### src/rtl/ahb_burst_slave.sv
// AHB-style memory slave: pipelined address/data phases, programmable wait states,
// two-cycle ERROR response and byte-lane writes into an internal word array.
module ahb_burst_slave #(
   parameter int DW          = 32,
   parameter int AW          = 10,
   parameter int MEM_DEPTH   = 128,
   parameter int WAIT_STATES = 0
) (
   input  logic          hclk,
   input  logic          hresetn,
   input  logic [1:0]    htrans,
   input  logic          hwrite,
   input  logic [AW-1:0] haddr,
   input  logic [2:0]    hsize,
   input  logic [DW-1:0] hwdata,
   input  logic          slv_busy,
   output logic          hready,
   output logic          hresp,
   output logic [DW-1:0] hrdata
);

   localparam int NB = DW / 8;
   localparam int LB = $clog2(NB);
   localparam int IW = (MEM_DEPTH > 1) ? $clog2(MEM_DEPTH) : 1;
   localparam logic [2:0]  LB3     = 3'(LB);
   localparam logic [31:0] DEPTH32 = 32'(MEM_DEPTH);
   localparam logic [3:0]  WS_LOAD = (WAIT_STATES > 0) ? 4'(WAIT_STATES - 1) : 4'd0;

   typedef enum logic [2:0] {
      S_IDLE,
      S_WAIT,
      S_DATA,
      S_ERR1,
      S_ERR2
   } state_t;

   state_t        state_q, state_d;
   logic [3:0]    cnt_q, cnt_d;
   logic [IW-1:0] widx_q, widx_d;
   logic [LB-1:0] lane_q, lane_d;
   logic [2:0]    size_q, size_d;
   logic          write_q, write_d;

   logic [DW-1:0] mem [MEM_DEPTH];

   // Address-phase decode
   logic [31:0]   word_idx;
   logic [LB-1:0] lane;
   logic [LB-1:0] align_mask;
   logic          addr_err;
   logic          size_err;
   logic          align_err;
   logic          xfer_err;
   logic          ready_state;
   logic          accept;

   assign word_idx = 32'(haddr >> LB);
   assign lane     = haddr[LB-1:0];

   for (genvar gi = 0; gi < LB; gi++) begin : g_align
      assign align_mask[gi] = (3'(gi) < hsize);
   end

   assign addr_err  = (word_idx >= DEPTH32);
   assign size_err  = (hsize > LB3);
   assign align_err = |(lane & align_mask);
   assign xfer_err  = addr_err | size_err | align_err;

   assign ready_state = (state_q == S_IDLE) || (state_q == S_DATA) || (state_q == S_ERR2);
   assign hready      = ready_state & ~slv_busy;
   assign hresp       = (state_q == S_ERR1) || (state_q == S_ERR2);
   assign accept      = hready & htrans[1];

   // slv_busy freezes every piece of control state, including the wait counter
   always_comb begin
      state_d = state_q;
      cnt_d   = cnt_q;
      widx_d  = widx_q;
      lane_d  = lane_q;
      size_d  = size_q;
      write_d = write_q;
      if (!slv_busy) begin
         case (state_q)
            S_WAIT: begin
               if (cnt_q == 4'd0) begin
                  state_d = S_DATA;
               end else begin
                  cnt_d = cnt_q - 4'd1;
               end
            end
            S_ERR1: state_d = S_ERR2;
            default: begin
               state_d = S_IDLE;
               if (accept) begin
                  widx_d  = word_idx[IW-1:0];
                  lane_d  = lane;
                  size_d  = hsize;
                  write_d = hwrite;
                  if (xfer_err) begin
                     state_d = S_ERR1;
                  end else if (WAIT_STATES > 0) begin
                     state_d = S_WAIT;
                     cnt_d   = WS_LOAD;
                  end else begin
                     state_d = S_DATA;
                  end
               end
            end
         endcase
      end
   end

   always_ff @(posedge hclk or negedge hresetn) begin
      if (!hresetn) begin
         state_q <= S_IDLE;
         cnt_q   <= 4'd0;
         widx_q  <= '0;
         lane_q  <= '0;
         size_q  <= 3'd0;
         write_q <= 1'b0;
      end else begin
         state_q <= state_d;
         cnt_q   <= cnt_d;
         widx_q  <= widx_d;
         lane_q  <= lane_d;
         size_q  <= size_d;
         write_q <= write_d;
      end
   end

   // Byte enables cover [lane, lane + 2**size) of the registered transfer
   logic [4:0]    lane_ext;
   logic [4:0]    lane_end;
   logic [NB-1:0] byte_en;
   logic          commit;

   assign lane_ext = 5'(lane_q);
   assign lane_end = lane_ext + (5'd1 << size_q);

   for (genvar gi = 0; gi < NB; gi++) begin : g_be
      assign byte_en[gi] = (5'(gi) >= lane_ext) && (5'(gi) < lane_end);
   end

   assign commit = (state_q == S_DATA) && write_q && !slv_busy;

   always_ff @(posedge hclk) begin
      if (commit) begin
         for (int b = 0; b < NB; b++) begin
            if (byte_en[b]) begin
               mem[widx_q][8*b +: 8] <= hwdata[8*b +: 8];
            end
         end
      end
   end

   assign hrdata = ((state_q == S_DATA) && !write_q && !slv_busy) ? mem[widx_q] : '0;

endmodule

### config.mk
export PLATFORM = sky130hd
export DESIGN_NAME = ahb_burst_slave
export DESIGN_NICKNAME = d
export VERILOG_FILES = /design/src/rtl/ahb_burst_slave.sv
export SDC_FILE = /design/constraint.sdc
export NUM_CORES = 2
export LEC_CHECK = 0
export CAP_MARGIN = 20
export CORE_UTILIZATION = 30
export CTS_CLUSTER_SIZE = 8
export DETAILED_ROUTE_END_ITERATION = 10
export PLACE_DENSITY_LB_ADDON = 0.25
export SLEW_MARGIN = 20
export SYNTH_ARGS = -nofsm -noshare
export SYNTH_HDL_FRONTEND = slang
export SYNTH_SLANG_ARGS = --single-unit
### constraint.sdc
create_clock -name hclk -period 2.95 [get_ports hclk]
set_input_delay 0.59 -clock hclk [delete_from_list [all_inputs] [get_ports hclk]]
set_output_delay 0.59 -clock hclk [all_outputs]
set_load 0.05 [all_outputs]
# Word level (Yosys, flattened, before mapping)
# Memories as Yosys holds them, arrays and structs flattened.
# Index checks and enable logic that the tools add are counted.
[word_totals]
regBits = 20
ramBits = 4096
mem_count = 1
inputBits = 51
elab_cells = 72
out_inout_bits = 34
[op_classes]
n_addsub = 2
n_mux = 17
bitwise_logic = 8
n_eq_ne = 5
n_reduce_logical = 20
n_lt_le_gt_ge = 12
n_shift = 1
[memory_table]
columns = ["name", "depth", "word_bits", "rd", "rd_ports_with_merged_regs", "wr", "line", "source"]
rows = [
  ["mem", 128, 32, 1, 0, 1, "44", "logic [DW-1:0] mem [MEM_DEPTH];"],
]
[ops]
columns = ["operator", "count"]
rows = [
  ["two-way mux 32 bit", 1],
  ["two-way mux 1 bit", 13],
  ["< comparator 1 x 5 -> 1 bit (first input constant)", 2],
  ["< comparator 2 x 5 -> 1 bit (first input constant)", 2],
  [">= comparator 8 bit (second input constant)", 1],
  ["logical AND 1 bit", 8],
  ["equality test 3 x 2 -> 1 bit (second input constant)", 2],
  ["< comparator 1 x 3 -> 1 bit (first input constant)", 2],
  ["one-hot mux 3 bit (2 select lines)", 1],
  ["AND reduction 3 bit", 2],
  ["adder 2 x 5 -> 5 bit", 1],
  ["left shift 1 x 3 -> 5 bit (first input constant)", 1],
  [">= comparator 1 x 2 -> 1 bit (first input constant)", 2],
  [">= comparator 2 bit (first input constant)", 2],
  ["zero test 4 bit", 1],
  ["OR reduction 2 bit", 2],
  ["subtractor 4 x 1 -> 4 bit (second input constant)", 1],
  ["equality test 3 x 1 -> 1 bit (second input constant)", 1],
  ["equality test 3 bit (second input constant)", 1],
  ["greater-than comparator 3 x 2 -> 1 bit (second input constant)", 1],
  ["zero test 3 bit", 1],
  ["logical OR 1 bit", 3],
  ["two-way mux 3 bit", 1],
  ["NOT 1 bit", 3],
  ["other kinds (7)", 10],
]

# Longest topological paths before layout
[depth]
word_depth = 7
ltp_mapped = 13

# Worst setup path after synthesis
# OpenSTA, ideal clock, no wires.
[synth_path]
path_type = "input port to output port"
startpoint = "in slv_busy"
endpoint = "out hrdata[0]"
path_slack_ps = -895
t_arrival_ps = 3255
path_stages = 7
t_required_ps = 2360
cell_sequence = "clkbuf_1 > nor4b_2 > nor2b_1 > clkbuf_1 > nand2_1 > or4_1 > o31ai_1"
[synth_between]
elab_chain_len = 3
[synth_lines]
columns = ["element", "line", "source"]
rows = [
  ["from (decl)", "16", "input logic slv_busy,"],
  ["zero test 1 bit", "156", "assign hrdata = ((state_q == S_DATA) && !write_q && !slv_busy) ? mem[widx_q] : '0;"],
  ["logical AND 1 bit", "156", ""],
  ["two-way mux 32 bit", "156", ""],
  ["to (decl)", "19", "output logic [DW-1:0] hrdata"],
]
# No other way between the ends.

# Worst setup path after layout
[layout_path]
startpoint = "reg widx_q[1]"
endpoint = "out hrdata[18]"
[layout_between]
elab_chain_len = 2
[layout_lines]
columns = ["element", "line", "source"]
rows = [
  ["from (decl)", "39", "logic [IW-1:0] widx_q, widx_d;"],
  ["from (signal assigned)", "124", "widx_q <= widx_d;"],
  ["memory (128 x 32 bit)", "n/a", ""],
  ["two-way mux 32 bit", "156", ""],
]
# No other way between the ends.

==> impl_results.md <==
* Cell row count at about 270
* Chip Width at 733.1 um
* Failing checks: negative setup slack
* Fin cells at 19470
* Wire per inst at just under 40 um
* Final period util at 182.1%
* Most used flip-flop cell after synthesis: edfxtp_1
* Inst Count DP at 18360
* CP Data Arrival Time at 4.78 ns
* Worst Clk Skew at 0.06383 ns
* Post-synth EDFFs at 4096
* Cell area after synthesis at 160400 um^2
* Setup violators final at about 3500
* Synth Area per Inst at 16.38 um^2
* Syn. warnings at 0
* # H-tree levels at 6
* Post-synthesis mux area share at 4.227%
* Critical path fanouts, max at 20
* CTS Sinks at 4116
* Adder-cell share of the synthesized area at 0.03589%
* IO Port Bufs at 83
* CTS tree: done
* Post-synth ARST share at less than 1%
* Simple-gate share of the synthesized area at under 10%
* WL final at 768.4 mm
* Setup_tns at -676.48 ns
* Core area at 532500 um^2
* Total global-route track usage at between 20 and 30%
* Compound-Gate Fraction of Synth Area at 12.05%
* Fin crit period at 5.371 ns
* Post-route ant nets at 0
* Worst Hold End: mem[126][19]
* Starting Density at 30.12%
* Global-route wire length before repair at between 900 and 1000 mm
* Clk buf depth at 4
* Pwr dens at 961.4 nW/um^2
* Slew margin rel. at 17.94%
* Worst slew pin tran at 1.231 ns
* Clk root buf: clkbuf_16
* Seq/Total Area, Yosys at 77.01%
* RSZ-0062 raised after global routing: true
* Initial antenna violation count at 94
* Layout cells sized above 1 at 33.47%
* Hold crit path type: in -> reg
* Die area at about 540000 um^2
* Cells on Worst Hold Path at 1
* Reg2reg end: mem[101][9]
* Post-Synth XOR/XNOR Area at less than 1%
* Slew Viols, Final at 0
* Initial DRC Count at 18570
* Commonest non-fill, non-tap cell in the layout: edfxtp_1
* Hold Vio Cnt, Final at 0
* Largest net degree at the start of global routing at 129
* Vias in the first global route at 108400
* Register-to-register setup slack at -0.54 ns
* Clock transition at path regs at 0.05 ns
* CP Launch Type: flip-flop
* Synth cell types at 79
* Remaining DRCs at 0
* Post-synthesis net count at just under 10000
* Peak VDD IR at 0.7580 mV
* Total number of vias at 115000
* Cells after Synth at 9788
* Critical path class: reg -> out
* Drt via density at 5.906
* Aggregate global routing overflow at 0
* Fmax at 186.2 MHz
* IO Pins at 85
* Maxcap violations at 0
* Yosys reg bits at 4116
* Critical path capture point type: output port
* Routability congestion estimate from global placement at approximately 0.96
* Nets@finish at 12350
* Num CTS Buffers at 587
* Total power at 207000 uW
* Dpl hpwl at 530.6 mm
* Die H at 733.1 um
* R2r startpoint: widx_q[3]
* Commonest cells after routing, fill and taps aside: edfxtp_1, buf_4, clkbuf_16
* R2R cell count at 13
* First-pass detailed-route iteration total at 10
* Required @ worst endpoint at between 2 and 2.5 ns
* Skew-Pair Late Insertion Delay at 1.11 ns
* Area grow syn2layout at 34.27%
* LEAKAGE at 0.07233 uW
* Largest family of logic cells by synthesized area: compound AO/OA/AOI/OAI gates
* Outcome: finished, violations left
* Final worst slack at -2.421 ns
* HP Start: hwdata[19]
==> metrics by stage <==
stage	setup slack, ns	cell area [um^2]	hold slack, ns	utilization, %
floorplan	-0.08388	160900	0.2944	-
global placement	-1.870	189900	0.4634	35.66
detailed placement	-1.861	189900	0.4744	35.66
CTS	-2.334	210000	0.0006185	39.43
global route	-2.353	215200	0.05313	40.42
finish	-2.421	215300	0.04259	40.44
==> cell usage after synthesis, types with 133 or more instances <==
master | count | share of area (%)
a21oi_1 | 457 | 1.4
a221o_1 | 133 | 0.83
a221oi_1 | 403 | 2.2
a222oi_1 | 154 | 0.96
a22oi_1 | 497 | 2.3
buf_2 | 332 | 1.0
clkbuf_1 | 281 | 0.66
edfxtp_1 | 4096 | 77
mux2_2 | 205 | 1.4
mux2i_1 | 388 | 2.4
nand2_1 | 560 | 1.3
nor2_1 | 679 | 1.6
o21ai_0 | 337 | 1.1
o22ai_1 | 183 | 0.71
==> worst max-delay path by stage <==
stage | start | to | cells after the start
global route | widx_q[2] | hrdata[29] | 11
global placement | widx_q[1] | hrdata[29] | 10
detailed placement | widx_q[1] | hrdata[31] | 14
floorplan | slv_busy | hrdata[0] | 7
finish | widx_q[1] | hrdata[18] | 13
CTS | widx_q[2] | hrdata[29] | 11
==> report_power, final <==
| group | switching [uW] | internal [uW] | total (uW) |
|---|---|---|---|
| registers | 242 | 64600 | 64900 |
| clock network | 25300 | 36200 | 61500 |
| logic | 49900 | 30700 | 80600 |
| total | 75400 | 132000 | 207000 |
==> metal layers <==
layer	part of all wire [%]	GRT usage (%)	up-vias
li1	-	-	44790
met1	38	35.32	59860
met2	43	39.95	8628
met3	13	7.830	1675
met4	6.7	15.68	48
met5	0.052	0.5964	-
==> sequential cells by signal, indices dropped and copies added (netlist names) <==
name	cells
cnt_q	4
lane_q	2
mem	4096
size_q	3
state_q	3
widx_q	7
write_q	1
==> critical path: stages (launching register included) <==
cell and delay (ns):
dfrtp_4 0.55, buf_6 0.15, and2_4 0.22, buf_4 0.17, buf_12 0.15, buf_4 0.25, a22oi_1 0.28, o22ai_1 0.11
or2_2 0.32, o21ai_2 0.26, nand4_1 0.41, o31a_1 0.44, buf_12 0.16, buf_12 0.14
==> area by class of cell <==
type	instances	area, um^2
Clock buffer	643	15200
Timing Repair inverter	1	11.26
Inverter	14	83.83
Timing Repair Buffer	2686	29850
Sequential cell	4116	123500
Multi-Input combinational cell	4888	36860
Tap cell	7020	8783
Clock inverter	50	875.8
Fill cell	48120	317200
Antenna cell	56	140.1
==> cells by family after synthesis <==
logic type,after synthesis
buffers and inverters,784
muxes,619
adders and majority gates,4
xor gates and xnor gates,3
AOI/OAI and AO/OA,2648
DFF,4116
and+or+nand+nor,1614
==> timing repair <==
action                                  CTS  global route
setup buffers                           153           185
cloned                                   16            32
gates resized for setup                 466           661
pin swaps                               135           228
setup endpoints to repair              4130          4129
hold buffers                             11             0
endpoints found under the hold margin   134             0
Note: power is estimated with default switching activity, not from simulation.
